[src/rtl/hazard_pkg.sv]
// Shared hazard-interface definitions: Tnew width, bubble constants, MDU opcodes.
// Imported by tnew_tracker and the stall control unit so both ends agree.
package hazard_pkg;

    localparam int TNEW_W = 4;

    localparam logic [4:0]        REG_ZERO  = 5'd0;
    localparam logic [TNEW_W-1:0] TNEW_ZERO = '0;

    typedef enum logic [1:0] {
        MDOP_NONE = 2'b00,
        MDOP_MULT = 2'b01,
        MDOP_DIV  = 2'b10,
        MDOP_RSVD = 2'b11
    } mdop_e;

    localparam int MD_MULT_CYCLES = 5;
    localparam int MD_DIV_CYCLES  = 10;

    function automatic logic [3:0] md_dec(input logic [3:0] x);
        return (x != 4'd0) ? x - 4'd1 : 4'd0;
    endfunction

endpackage

[src/rtl/tnew_stage.sv]
// One pipeline slot holding {WAddr, Tnew}: bubble load, optional saturating
// decrement of the incoming Tnew, and zeroing of Tnew for WAddr=0 entries.
module tnew_stage #(
    parameter int TNEW_W = 4,
    parameter bit DEC_EN = 1'b0
) (
    input  logic              clk,
    input  logic              reset,
    input  logic              bubble_i,
    input  logic [4:0]        waddr_i,
    input  logic [TNEW_W-1:0] tnew_i,
    output logic [4:0]        waddr_o,
    output logic [TNEW_W-1:0] tnew_o
);
    import hazard_pkg::*;

    logic [4:0]        waddr_q, waddr_d;
    logic [TNEW_W-1:0] tnew_q, tnew_d;
    logic [TNEW_W-1:0] tnew_in;

    always_comb begin
        tnew_in = tnew_i;
        if (DEC_EN && (tnew_i != '0)) begin
            tnew_in = tnew_i - TNEW_W'(1);
        end
        waddr_d = waddr_i;
        tnew_d  = tnew_in;
        if (bubble_i || (waddr_i == REG_ZERO)) begin
            waddr_d = REG_ZERO;
            tnew_d  = TNEW_W'(TNEW_ZERO);
        end
    end

    always_ff @(posedge clk) begin
        if (reset) begin
            waddr_q <= REG_ZERO;
            tnew_q  <= TNEW_W'(TNEW_ZERO);
        end else begin
            waddr_q <= waddr_d;
            tnew_q  <= tnew_d;
        end
    end

    assign waddr_o = waddr_q;
    assign tnew_o  = tnew_q;

endmodule

[src/rtl/tnew_tracker.sv]
// Producer side of the hazard interface: carries {WAddr, Tnew} through E/M/W.
// Define TTU_MDU_TRACK_EN to build the MDU occupancy counter behind TTU_o_MDBusy.
module tnew_tracker #(
    parameter int TNEW_W         = hazard_pkg::TNEW_W,
    parameter int MD_MULT_CYCLES = hazard_pkg::MD_MULT_CYCLES,
    parameter int MD_DIV_CYCLES  = hazard_pkg::MD_DIV_CYCLES
) (
    input  logic              clk,
    input  logic              reset,
    input  logic [4:0]        TTU_i_D_WAddr,
    input  logic [TNEW_W-1:0] TTU_i_D_Tnew,
    input  logic              TTU_i_Stall,
    input  logic              TTU_i_Flush,
    input  logic [1:0]        TTU_i_E_MDOp,
    output logic [4:0]        TTU_o_E_WAddr,
    output logic [TNEW_W-1:0] TTU_o_E_Tnew,
    output logic [4:0]        TTU_o_M_WAddr,
    output logic [TNEW_W-1:0] TTU_o_M_Tnew,
    output logic [4:0]        TTU_o_W_WAddr,
    output logic [TNEW_W-1:0] TTU_o_W_Tnew,
    output logic              TTU_o_MDBusy
);
    import hazard_pkg::*;

    // A stall only injects a bubble into E; M and W keep draining.
    tnew_stage #(.TNEW_W(TNEW_W), .DEC_EN(1'b0)) u_e (
        .clk      (clk),
        .reset    (reset),
        .bubble_i (TTU_i_Flush | TTU_i_Stall),
        .waddr_i  (TTU_i_D_WAddr),
        .tnew_i   (TTU_i_D_Tnew),
        .waddr_o  (TTU_o_E_WAddr),
        .tnew_o   (TTU_o_E_Tnew)
    );

    tnew_stage #(.TNEW_W(TNEW_W), .DEC_EN(1'b1)) u_m (
        .clk      (clk),
        .reset    (reset),
        .bubble_i (TTU_i_Flush),
        .waddr_i  (TTU_o_E_WAddr),
        .tnew_i   (TTU_o_E_Tnew),
        .waddr_o  (TTU_o_M_WAddr),
        .tnew_o   (TTU_o_M_Tnew)
    );

    tnew_stage #(.TNEW_W(TNEW_W), .DEC_EN(1'b1)) u_w (
        .clk      (clk),
        .reset    (reset),
        .bubble_i (TTU_i_Flush),
        .waddr_i  (TTU_o_M_WAddr),
        .tnew_i   (TTU_o_M_Tnew),
        .waddr_o  (TTU_o_W_WAddr),
        .tnew_o   (TTU_o_W_Tnew)
    );

`ifdef TTU_MDU_TRACK_EN
    logic [3:0] md_cnt_q, md_cnt_d;
    mdop_e      md_op;

    assign md_op = mdop_e'(TTU_i_E_MDOp);

    // Flush leaves the counter alone so an already-issued op still completes.
    always_comb begin
        md_cnt_d = md_dec(md_cnt_q);
        unique case (md_op)
            MDOP_MULT: md_cnt_d = 4'(MD_MULT_CYCLES);
            MDOP_DIV:  md_cnt_d = 4'(MD_DIV_CYCLES);
            default:   ;
        endcase
    end

    always_ff @(posedge clk) begin
        if (reset) begin
            md_cnt_q <= 4'd0;
        end else begin
            md_cnt_q <= md_cnt_d;
        end
    end

    assign TTU_o_MDBusy = (md_cnt_q != 4'd0)
                        || (md_op == MDOP_MULT)
                        || (md_op == MDOP_DIV);
`else
    logic unused_mdop;
    assign unused_mdop  = ^TTU_i_E_MDOp;
    assign TTU_o_MDBusy = 1'b0;
`endif

endmodule

[config.mk]
export PLATFORM = sky130hd
export DESIGN_NAME = tnew_tracker
export DESIGN_NICKNAME = d
export VERILOG_FILES = /design/src/rtl/hazard_pkg.sv /design/src/rtl/tnew_stage.sv /design/src/rtl/tnew_tracker.sv
export SDC_FILE = /design/constraint.sdc
export NUM_CORES = 1
export LEC_CHECK = 0
export ABC_AREA = 1
export ABC_CLOCK_PERIOD_IN_PS = 2300
export BUFFER_PORTS_ARGS = -buffer_cell sky130_fd_sc_hd__buf_2
export CORE_MARGIN = 4
export CORE_UTILIZATION = 35
export DETAILED_ROUTE_END_ITERATION = 16
export HOLD_SLACK_MARGIN = 0.03
export SYNTH_ARGS = -nofsm -noshare
export SYNTH_HDL_FRONTEND = slang
export SYNTH_SLANG_ARGS = --single-unit
export TNS_END_PERCENT = 100
[constraint.sdc]
create_clock -name clk -period 2.3 [get_ports clk]
set_clock_uncertainty 0.05 [all_clocks]
set_input_delay 0.115 -clock clk [delete_from_list [all_inputs] [get_ports clk]]
set_output_delay 0.115 -clock clk [all_outputs]
set_load 0.05 [all_outputs]
# Yosys cells after proc, flatten, opt, wreduce, memory -nomap -nowiden
# Index checks and enable logic that the tools add are counted.
[op_classes] addsub=2 n_mux=2 n_bitwise=1 reduce_logical=11
[op_table] op="5-bit logical NOT" count=3
[op_table] op="4-bit 2-to-1 mux" count=2
[op_table] op="4-bit nonzero test" count=2
[op_table] op="4-bit by 1-bit subtractor with 4-bit output (second input constant)" count=2
[op_table] op="2-bit OR reduction" count=3
[op_table] op="1-bit logical OR" count=3
[op_table] op="1-bit bitwise OR" count=1
[totals] regBits=27 inputBits=15 output_inout_bits=28 word_cells=22

# Depth between registers and ports, before layout
# Gate-level depths: netlist of run 1.
[logic_depth] ltp_word=3 depth_mapped=7 ltp_nobuf=7

# Cells and area by module
# From an unflattened synthesis of run 1, not the netlist that was laid out.
[unflattened] hier_cells=135 area_unflattened_um2=1011.0
[modules_own_cells] module="tnew_stage at u_m ..." instances=2 cells_per_inst=49 area_per_inst_um2=359.1 seq_area_each_um2=180.2
[modules_own_cells] module="tnew_stage at u_e" instances=1 cells_per_inst=32 area_per_inst_um2=270.3 seq_area_each_um2=180.2
[modules_own_cells] module="tnew_tracker" instances=1 cells_per_inst=5 area_per_inst_um2=22.5 seq_area_each_um2=0.0

# Worst setup path after synthesis of run 1
# Ideal clock, no wire load.
[synth_timing] path_type="register -> register" start="reg u_e.tnew_q[0] (netlist: u_e.tnew_o[0])" end="reg u_m.tnew_q[0] (netlist: u_m.tnew_o[0])" setup_time_ps=64 t_arrival_ps=1346 required_time_ps=2186 setup_slack_ps=840 stages_incl_launch_ff=8 n_path_buf=0 period_less_slack_ps=1460 path_cell_list="dfxtp_1 inv_1 ha_1 nand2_1 nand2_1 nand2_1 inv_1 nor2_1"
[synth_via] elab_chain_len=2 elab_cells_between_ends=3 classes_between="add/sub: 1; mux: 1; reduce/logical: 1"
[synth_lines] element="start, declared" line="tnew_stage.sv:18" source="logic [TNEW_W-1:0] tnew_q, tnew_d;"
[synth_lines] element="start signal, assigned" line="tnew_stage.sv:37" source="tnew_q <= TNEW_W'(TNEW_ZERO);"
[synth_lines] element="start signal, assigned" line="tnew_stage.sv:40" source="tnew_q <= tnew_d;"
[synth_lines] element="4-bit by 1-bit subtractor with 4-bit output / 4-bit nonzero test (equally long branches)" line="tnew_stage.sv:24, tnew_stage.sv:23"
[synth_lines] element="4-bit 2-to-1 mux *" line="tnew_stage.sv:23" source="if (DEC_EN && (tnew_i != '0)) begin"
[synth_lines] element="end signal, assigned" line="tnew_stage.sv:37"
[synth_lines] element="end signal, assigned" line="tnew_stage.sv:40"
[synth_lines] element="end, declared" line="tnew_stage.sv:18"
# Every way passes the cells marked *; elsewhere a longest branch is shown, timed or not.
# A chain may end at the register's enable or synchronous reset.

# Final worst setup path of run 1
[layout_timing] start="in TTU_i_D_WAddr[1]" end="reg u_e.waddr_q[1] (netlist: u_e.waddr_o[1])"
[layout_via] elab_chain_len=3
[layout_lines] element="start, declared" line="tnew_tracker.sv:10" source="input logic [4:0] TTU_i_D_WAddr,"
[layout_lines] element="5-bit logical NOT" line="tnew_stage.sv:28" source="if (bubble_i || (waddr_i == REG_ZERO)) begin"
[layout_lines] element="1-bit logical OR" line="tnew_stage.sv:28"
[layout_lines] element="2-bit OR reduction (no line)"
[layout_lines] element="end signal, assigned" line="tnew_stage.sv:39" source="waddr_q <= waddr_d;"
[layout_lines] element="end, declared" line="tnew_stage.sv:17" source="logic [4:0] waddr_q, waddr_d;"
# Several ways; a longest one is shown, not always the timed one.

==> metrics.md, run 1 <==
| Metric | Value |
|---|---|
| Worst skew pair latency | `0.32 ns` |
| Final Hold Viols | `0` |
| Worst Path Required | `2.47 ns` |
| Mean area per synthesized cell | `7.846 um2` |
| Die area | `3919 um2` |
| Crit path launch type | `input pin` |
| PnR worst setup slack | `1.107 ns` |
| Die X | `62.60 um` |
| VDD IR max | `0.3749 mV` |
| Max-slew violations | `0` |
| Num ports | `43` |
| RSZ-0062 raised after global routing | `no` |
| WL/cell | `about 9 um` |
| Max Fclk | `838.3 MHz` |
| Core Footprint | `2805 um2` |
| Netlist Area Pre-Place | `~1000 um2` |
| ANT nets after route | `0` |
| Worst Setup SP | `TTU_i_D_WAddr[1]` |
| Synthesis Warnings | `0` |
| DRC | `0` |
| Worst R2R Start | `u_m.tnew_o[0]` |
| Synthesized net count | `150` |
| Routed wire length | `between 1500 and 2000 um` |
| Number of diodes | `0` |
| Clk buf depth | `2` |
| Die height | `62.60 um` |
| Hold WC Path Type | `in -> reg` |
| Crit end category | `register` |
| I/O Buffers | `39` |
| CTS tree | `yes` |
| Vias in the first global route | `roughly 900` |
| Layout cells sized above 1 | `30.98%` |
| PwrDens | `559.6 nW/um2` |
| Initial antenna violation count | `0` |
| Nets@finish | `202` |
| Cells after Synth | `133` |
| Global Route Usage Sum | `10.61%` |
| Max cap viols | `0` |
| Placed wire-length estimate | `between 1500 and 2000 um` |
| Clock transition at path regs | `about 0.14 ns` |
| Status | `finished, final reports clean` |
| Clk sinks | `27` |
| Post-synthesis cell type count | `16` |
| Fin crit period | `1.193 ns` |
| Largest net degree at the start of global routing | `16` |
| Setup TNS | `0 ns` |
| Leakage | `0.0007067 uW` |
| Drt pass-1 iters | `4` |
| Rows | `19` |
| Final setup viols | `0` |
| Period utilization | `51.86%` |
| Sequential-to-total area share from yosys stat | `approximately half` |
| Post-CTS Setup Repair Bufs | `0` |
| Initial cell density of the core | `37.20%` |
| RePlAce Congestion | `roughly 0.77` |
| DR iter-0 viols | `12` |
| Via count | `916` |
| Yosys reg bits | `27` |
| Crit-path max FO | `9` |
| Hold wc startpoint | `reset` |
| Root Buffer Master | `clkbuf_4` |
| Global-route wire length before repair | `approximately 3500 um` |
| H-tree depth | `1` |
| Vias per inst | `4.260` |
| GRT overflow | `0` |
| CP Class | `in -> reg` |
| Setup WS pre-CTS | `around 1.2 ns` |
| Syn-to-layout area delta | `32.97%` |
| Arrival time at the worst endpoint | `approximately 1.4 ns` |
| Cts bufs inserted | `3` |
[synth_stat cells (all sizes together)]
cell / instances / area [um2]
nor2: 35 / 168.9
inv: 33 / 123.9
dfxtp: 27 / 540.5
nand2: 17 / 63.81
nand3: 11 / 60.06
ha: 2 / 25.02
nand4: 2 / 12.51
xnor2: 2 / 17.52
buf: 1 / 7.510
clkinv: 1 / 3.750
conb: 1 / 3.750
o21ai: 1 / 16.27
[per-stage QoR]
| stage | utilization (%) | area, um2 | cells | hold WS [ns] | power [uW] |
|---|---|---|---|---|---|
| floorplan | - | 1044 | 133 | 0.1892 | 555.9 |
| global placement | 45.27 | 1270 | 202 | 0.2854 | 576.8 |
| detailed placement | 45.27 | 1270 | 202 | 0.2913 | 579.1 |
| CTS | 49.46 | 1388 | 215 | 0.06220 | 786.1 |
| global route | 49.46 | 1388 | 215 | 0.07385 | 809.9 |
| finish | 49.46 | 1388 | 215 | 0.05628 | 776.5 |
[flip-flops by register name, summed over array words and instances, names as in the netlist]
signal,count
u_m.tnew_o,4
u_e.waddr_o,5
u_m.waddr_o,5
u_e.tnew_o,4
u_w.waddr_o,5
u_w.tnew_o,4
[report_power, final]
group	leakage, uW	internal, uW	switching (uW)
clock	0.0000177	65.2	132
combinational	0.000471	37.4	63.8
sequential	0.000218	474	4.43
[cell families after synthesis]
| group | share of synthesized area (%) |
|---|---|
| fa+ha+maj | 2.398 |
| xor+xnor | 1.679 |
| compound gates | 1.559 |
| simple gates | 29.26 |
| other cells | 0.3594 |
| buf+inv | 12.95 |
| flops | 51.80 |
[timing repair]
action                                  CTS  global route
endpoints found under the setup margin    0             0
hold buffers                              9             0
resized for setup                         0             0
hold endpoints to repair                  9             0
[area by class of cell]
| class | count | area (um2) |
|---|---|---|
| clock buffers | 3 | 22.52 |
| well taps | 31 | 38.79 |
| inverters | 34 | 127.6 |
| clock inverters | 1 | 5.005 |
| fillers | 275 | 1418 |
| multi-input cells | 71 | 367.9 |
| flip-flops and latches | 27 | 540.5 |
| repair buffers | 48 | 285.3 |
[critical path, cell delays in order]
cell,delay [ns]
dlygate4sd3_1,0.54
buf_2,0.13
inv_1,0.08
nand2_1,0.09
o21ai_4,0.35
nor2_2,0.06
[per-layer routing]
metal / GRT usage, % / wire, um
met3: 4.676 / 214
met2: 19.57 / 910
met4: 0.8264 / 6
met5: 0 / 0
met1: 11.58 / 795
[path summary, 6_finish.rpt]
check | slack, ns | cells past startpoint | endpoint
worst max-delay path | 1.11 | 6 | u_e.waddr_o[1]
worst max register to register | 1.13 | 5 | u_w.tnew_o[2]
worst min register to register | 0.40 | 2 | u_m.waddr_o[3]
worst min-delay path | 0.06 | 4 | u_m.tnew_o[3]
[cell usage in the layout, fill, tap and decap left out]
cell           count
dlygate4sd3_1      9
nand2_1           17
inv_2              1
xnor2_1            2
conb_1             1
o21ai_4            1
buf_2             39
dfxtp_1           27
nor2_1            24
nand4_1            2
inv_1             32
clkinv_2           1
nand3_2            1
nor2_2             9
ha_1               2
clkbuf_4           3
nand3_1           10
clkinv_1           1
nor2_4             2
(Power assumes the default switching activity.)
==> inputs of run 2 (changes only) <==
Settings changed: ABC_CLOCK_PERIOD_IN_PS 2300 to 1100.
Clock period 2.3 ns to 1.1 ns, I/O delays scaled along.
==> run 2 against run 1 <==
Net effect:
- the flow now finishes with violations (negative setup slack)
- final area increased by 12%
- global-route usage increased by 0.18 points
- clock-buffer cell count unchanged
- hold slack better by 0.057 ns
- clock power rose by 120%
- routed wire length is 12% higher
- first-iteration DRC count is 67% higher
- final cell count grew 2.8%
- critical endpoint is now u_e.waddr_o[0]
- largest cell class unchanged
- highest routed layer unchanged
==> metrics.md, run 2 (synthesis gave the netlist of run 1 again) <==
| Metric | Value |
|---|---|
| Status | `complete, but fails checks (was finished, final reports clean)` |
| Failing checks | `negative setup slack` |
| Leakage | `0.0007386 uW (was 0.0007067 uW)` |
| Final Hold Viols | `0 (unchanged)` |
| Max Fclk | `908.1 MHz` |
| Via count | `936 (was 916)` |
| Setup WS pre-CTS | `0.09684 ns (was 1.158 ns)` |
| ANT nets after route | `0 (unchanged)` |
| Cts bufs inserted | `3 (unchanged)` |
| Die height | `62.60 um (unchanged)` |
| Clk buf depth | `2 (unchanged)` |
| Vias per inst | `4.235 (was 4.260)` |
| WL/cell | `9.751 um (was 8.963 um)` |
| Util after Layout | `55.35% (was 49.46%)` |
| Global Route Usage Sum | `10.78% (was 10.61%)` |
| Commonest non-fill, non-tap cells in the layout | `29 x buf_2, 27 x inv_1, 23 x nor2_1, 16 x nand2_1, 13 x dfxtp_2 (was 39 x buf_2, 32 x inv_1, 27 x dfxtp_1, 24 x nor2_1, 17 x nand2_1)` |
| Worst Path Required | `1.31 ns (was 2.47 ns)` |
| Period utilization | `100.1%` |
| Routed wire length | `2155 um (was 1927 um)` |
| Max cap viols | `0 (unchanged)` |
| PwrDens | `1078 nW/um2 (was 559.6 nW/um2)` |
| Crit end category | `register (unchanged)` |
| CTS tree | `yes (unchanged)` |
| CP Class | `in -> reg (unchanged)` |
| Initial antenna violation count | `0 (unchanged)` |
| Rows | `19 (unchanged)` |
| Crit-path max FO | `5 (was 9)` |
| Arrival time at the worst endpoint | `1.31 ns (was 1.36 ns)` |
| Num ports | `43 (unchanged)` |
| DRC | `0 (unchanged)` |
| GRT overflow | `0 (unchanged)` |
| Core Footprint | `2805 um2 (unchanged)` |
| Largest net degree at the start of global routing | `17 (was 16)` |
| RSZ-0062 raised after global routing | `yes (was no)` |
| Clock transition at path regs | `0.14 ns (about the same)` |
| Hold_ws | `0.1130 ns (was 0.05628 ns)` |
| Global-route wire length before repair | `3422 um (was 3456 um)` |
| Placed wire-length estimate | `1537 um (was 1576 um)` |
| Vias in the first global route | `885 (was 878)` |
| Fin crit period | `1.101 ns` |
| Root Buffer Master | `clkbuf_4 (unchanged)` |
| RePlAce Congestion | `0.7914 (was 0.7730)` |
| Clk sinks | `27 (unchanged)` |
| Layout cells sized above 1 | `45.26% (was 30.98%)` |
| Final setup viols | `1 (was 0)` |
| Die area | `3919 um2 (unchanged)` |
| Syn-to-layout area delta | `48.80% (was 32.97%)` |
| PnR worst setup slack | `-0.001250 ns (was 1.107 ns)` |
| Crit path launch type | `input pin (unchanged)` |
| H-tree depth | `1 (unchanged)` |
| Hold WC Path Type | `in -> reg (unchanged)` |
| Nets@finish | `208 (was 202)` |
| Setup TNS | `-0.001250 ns (was 0 ns)` |
| Max-slew violations | `0 (unchanged)` |
| VDD IR max | `1.004 mV (was 0.3749 mV)` |
| Most common cell after layout, fill and taps aside | `buf_2 (unchanged)` |
| Worst skew pair latency | `0.33 ns (was 0.32 ns)` |
| Number of diodes | `0 (unchanged)` |
| Die X | `62.60 um (unchanged)` |
| DR iter-0 viols | `20 (was 12)` |
| Initial cell density of the core | `37.20% (unchanged)` |
| Total power | `1675 uW (was 776.5 uW)` |
| I/O Buffers | `39 (unchanged)` |
| Drt pass-1 iters | `4 (unchanged)` |
[run 2: cell types whose count changed in the layout (fill, tap and decap cells not counted), sizes merged]
cell | before | now
buf | 39 | 34
clkbuf | 3 | 10
clkinvlp | 0 | 1
o21ai | 1 | 2
dlygate4sd3 | 9 | 12
clkinv | 2 | 1
[run 2: per-layer routing]
metal  up-vias  routed length, um  track usage [%]
met5         -                  0                0
met4         0                 21            3.306
met1       392                833            10.99
met3         4                161            5.396
met2        37               1139            19.17
li1        503                  -                -
[run 2: report_power, final]
| part | leakage [uW] | internal, uW | switching, uW | total (uW) |
|---|---|---|---|---|
| Combinational | 0.000497 | 101 | 146 | 247 |
| Clock | 0.0000139 | 139 | 293 | 432 |
| Sequential | 0.000228 | 985 | 11.1 | 996 |
| Total | 0.000739 | 1220 | 450 | 1670 |
[run 2: area by class of cell]
class	instances	area (um2)
Clock buffer	3	22.52
Clock inverter	1	7.507
Fill cell	272	1252
Inverter	34	135.1
Multi-Input combinational cell	72	421.7
Sequential cell	27	571.8
Tap cell	31	38.79
Timing Repair Buffer	53	355.3
[run 2: critical path, cell delays in order]
cell           delay [ns]
dlygate4sd3_1        0.53
buf_2                0.13
nor2_4               0.16
inv_4                0.07
nor2_4               0.14
o21ai_4              0.12
nor2_2               0.10
[run 2: worst paths after layout]
kind	cells past startpoint	slack, ns	startpoint	to
max reg2reg	7	0.08	u_m.tnew_o[1]	u_w.tnew_o[1]
min	5	0.11	TTU_i_D_WAddr[2]	u_e.tnew_o[1]
max	7	-0.001	reset	u_e.waddr_o[0]
min reg2reg	2	0.38	u_e.waddr_o[2]	u_m.waddr_o[2]
[run 2: metrics by stage]
step           instances  cell area (um2)
2_1_floorplan        133             1105
6_report             221             1553
4_1_cts              217             1476
3_5_place_dp         202             1331
5_1_grt              221             1553
3_3_place_gp         202             1331
[run 2: timing repair]
item,CTS,global route
setup endpoints to repair,2,20
gates cloned,0,1
endpoints found under the hold margin,21,4
hold buffers,11,1
gates resized for setup,2,15
buffers inserted,0,2
pin swaps,0,2
==> inputs of run 3 (changes only) <==
Settings changed: PLACE_DENSITY from default to 0.65.
==> run 3 against run 2 <==
Net effect:
- the flow now finishes without violations
- routed wire length shrank 2.1%
- sequential cell count is the same
- power grew 1.3%
- die area is the same
- global-route usage grew 0.17 points
- worst setup slack gained 0.018 ns
- non-clock buffer count grew 2
- critical path type unchanged
==> metrics.md, run 3 (synthesis gave the netlist of run 1 again) <==
| Metric | Value |
|---|---|
| Status | `finished, final reports clean (was complete, but fails checks)` |
| Worst path bufs/invs | `4 (was 3)` |
| Multi-input logic area | `397.9 um2 (was 421.7 um2)` |
| Worst reg2reg path depth | `5 (was 7)` |
| Num ports | `43 (unchanged)` |
| Cts bufs inserted | `3 (unchanged)` |
| GRT overflow | `0 (unchanged)` |
| Placed wire-length estimate | `1576 um (was 1537 um)` |
| CP Class | `in -> reg (unchanged)` |
| Hold_ws | `0.09890 ns (was 0.1130 ns)` |
| Crit path max-delay family | `buffers and inverters (unchanged)` |
| Die area | `3919 um2 (unchanged)` |
| Worst Hold Depth | `4 (was 5)` |
| Clk sinks | `27 (unchanged)` |
| H-tree depth | `1 (unchanged)` |
| Period utilization | `98.51% (was 100.1%)` |
| Nets@finish | `209 (was 208)` |
| Crit-path cells | `dlygate4sd3_1 -> buf_2 -> nor2_4 -> inv_4 -> nor2_4 -> o21ai_4 -> clkbuf_16 -> nor2_2 (was dlygate4sd3_1 -> buf_2 -> nor2_4 -> inv_4 -> nor2_4 -> o21ai_4 -> nor2_2)` |
| Initial cell density of the core | `37.20% (unchanged)` |
| Final setup viols | `0 (was 1)` |
| Clock transition at path regs | `0.15 ns (was 0.14 ns)` |
| Drt pass-1 iters | `2 (was 4)` |
| Crit end category | `register (unchanged)` |
| ANT nets after route | `0 (unchanged)` |
| WP depth | `8 (was 7)` |
| CTS tree | `yes (unchanged)` |
| Crit-path max FO | `4 (was 5)` |
| Clk buf depth | `2 (unchanged)` |
| Rows | `19 (unchanged)` |
| Global-route wire length before repair | `3525 um (was 3422 um)` |
| Layout cells sized above 1 | `47.12% (was 45.26%)` |
| Final Hold Viols | `0 (unchanged)` |
| Leakage | `0.0007698 uW (was 0.0007386 uW)` |
| Worst Path Required | `1.32 ns (was 1.31 ns)` |
| Post-route design area | `1593 um2 (was 1553 um2)` |
| Number of diodes | `0 (unchanged)` |
| Largest net degree at the start of global routing | `17 (unchanged)` |
| Slowest-stage cell, CP | `dlygate4sd3_1 (unchanged)` |
| Root Buffer Master | `clkbuf_4 (unchanged)` |
| Initial antenna violation count | `0 (unchanged)` |
| Storage cell area | `571.8 um2 (unchanged)` |
| Crit path launch type | `input pin (unchanged)` |
| Global Route Usage Sum | `10.95% (was 10.78%)` |
| RePlAce Congestion | `0.8479 (was 0.7914)` |
| Fin crit period | `1.084 ns (was 1.101 ns)` |
| Hold WC Path Type | `in -> reg (unchanged)` |
| DRC | `0 (unchanged)` |
| Die height | `62.60 um (unchanged)` |
| Routed wire length | `2109 um (was 2155 um)` |
| Max-slew violations | `0 (unchanged)` |
| WL/cell | `9.500 um (was 9.751 um)` |
| Commonest non-fill, non-tap cells in the layout | `24 x nor2_1, 24 x inv_1, 23 x buf_2, 15 x nand2_1, 14 x clkbuf_4 (was 29 x buf_2, 27 x inv_1, 23 x nor2_1, 16 x nand2_1, 13 x dfxtp_2)` |
| Filler cell count | `265 (was 272)` |
| Core Footprint | `2805 um2 (unchanged)` |
| Worst skew pair latency | `0.32 ns (was 0.33 ns)` |
| Max cap viols | `0 (unchanged)` |
| Crit-path max cell delay | `0.54 ns (was 0.53 ns)` |
| VDD IR max | `0.5970 mV (was 1.004 mV)` |
| Vias per inst | `4.221 (was 4.235)` |
| Arrival time at the worst endpoint | `1.31 ns (about the same)` |
| Via count | `937 (was 936)` |
| PwrDens | `1065 nW/um2 (was 1078 nW/um2)` |
| Placed cell area | `1331 um2 (unchanged)` |
| Syn-to-layout area delta | `52.64% (was 48.80%)` |
| I/O Buffers | `39 (unchanged)` |
| Most used cell, CP | `nor2_4 (unchanged)` |
| Die X | `62.60 um (unchanged)` |
| Max Fclk | `922.8 MHz (was 908.1 MHz)` |
| DR iter-0 viols | `13 (was 20)` |
| Vias in the first global route | `903 (was 885)` |
run 3: power by group:
group	switching, uW	internal (uW)	total, uW	leakage [uW]
Sequential	11.0	985	996	0.000228
Combinational	145	116	261	0.000524
Clock	298	142	439	0.0000183
Total	453	1240	1700	0.000770
run 3: cell type report:
class / count / share of cell area [%]
Clock buffer: 3 / 1.414
Sequential cell: 27 / 35.90
Timing Repair Buffer: 55 / 26.24
Tap cell: 31 / 2.435
Multi-Input combinational cell: 71 / 24.98
Clock inverter: 1 / 0.3928
Inverter: 34 / 8.641
run 3: repair_timing:
action | in CTS | in global routing
hold endpoints to repair | 21 | 0
buffers inserted | 0 | 6
gates resized for setup | 2 | 20
hold buffers | 12 | 0
pin swaps | 0 | 2
setup endpoints to repair | 2 | 24
gates cloned | 0 | 1
run 3: worst min-delay path: cells and delay by family:
family,cells,cell delay (ns)
buffers and inverters,3,0.31
AND/OR/NAND/NOR,1,0.08
run 3: routing by layer:
metal	up-vias	part of all wire, %	track usage [%]
li1	505	-	-
met1	394	39	11.26
met2	36	49	18.91
met3	2	12	5.755
met4	0	0.38	3.857
met5	-	0	0
run 3: worst paths after layout:
kind	startpoint	slack (ns)	to
worst max register to register	u_e.tnew_o[0]	0.04	u_m.tnew_o[2]
worst max-delay path	TTU_i_Flush	0.02	u_e.tnew_o[0]
worst min register to register	u_e.waddr_o[2]	0.39	u_m.waddr_o[2]
worst min-delay path	TTU_i_D_WAddr[3]	0.1	u_e.waddr_o[3]
run 3: stage by stage:
stage          total power, uW  setup TNS, ns  worst slack [ns]  utilization [%]  instances
2_1_floorplan             1163              0         0.0008446                -        133
3_3_place_gp              1207              0            0.1088            47.46        202
3_5_place_dp              1212              0           0.09044            47.46        202
4_1_cts                   1677              0          0.002078            52.94        218
5_1_grt                   1773      -0.008996         -0.006472            56.78        222
6_report                  1696              0           0.01638            56.78        222
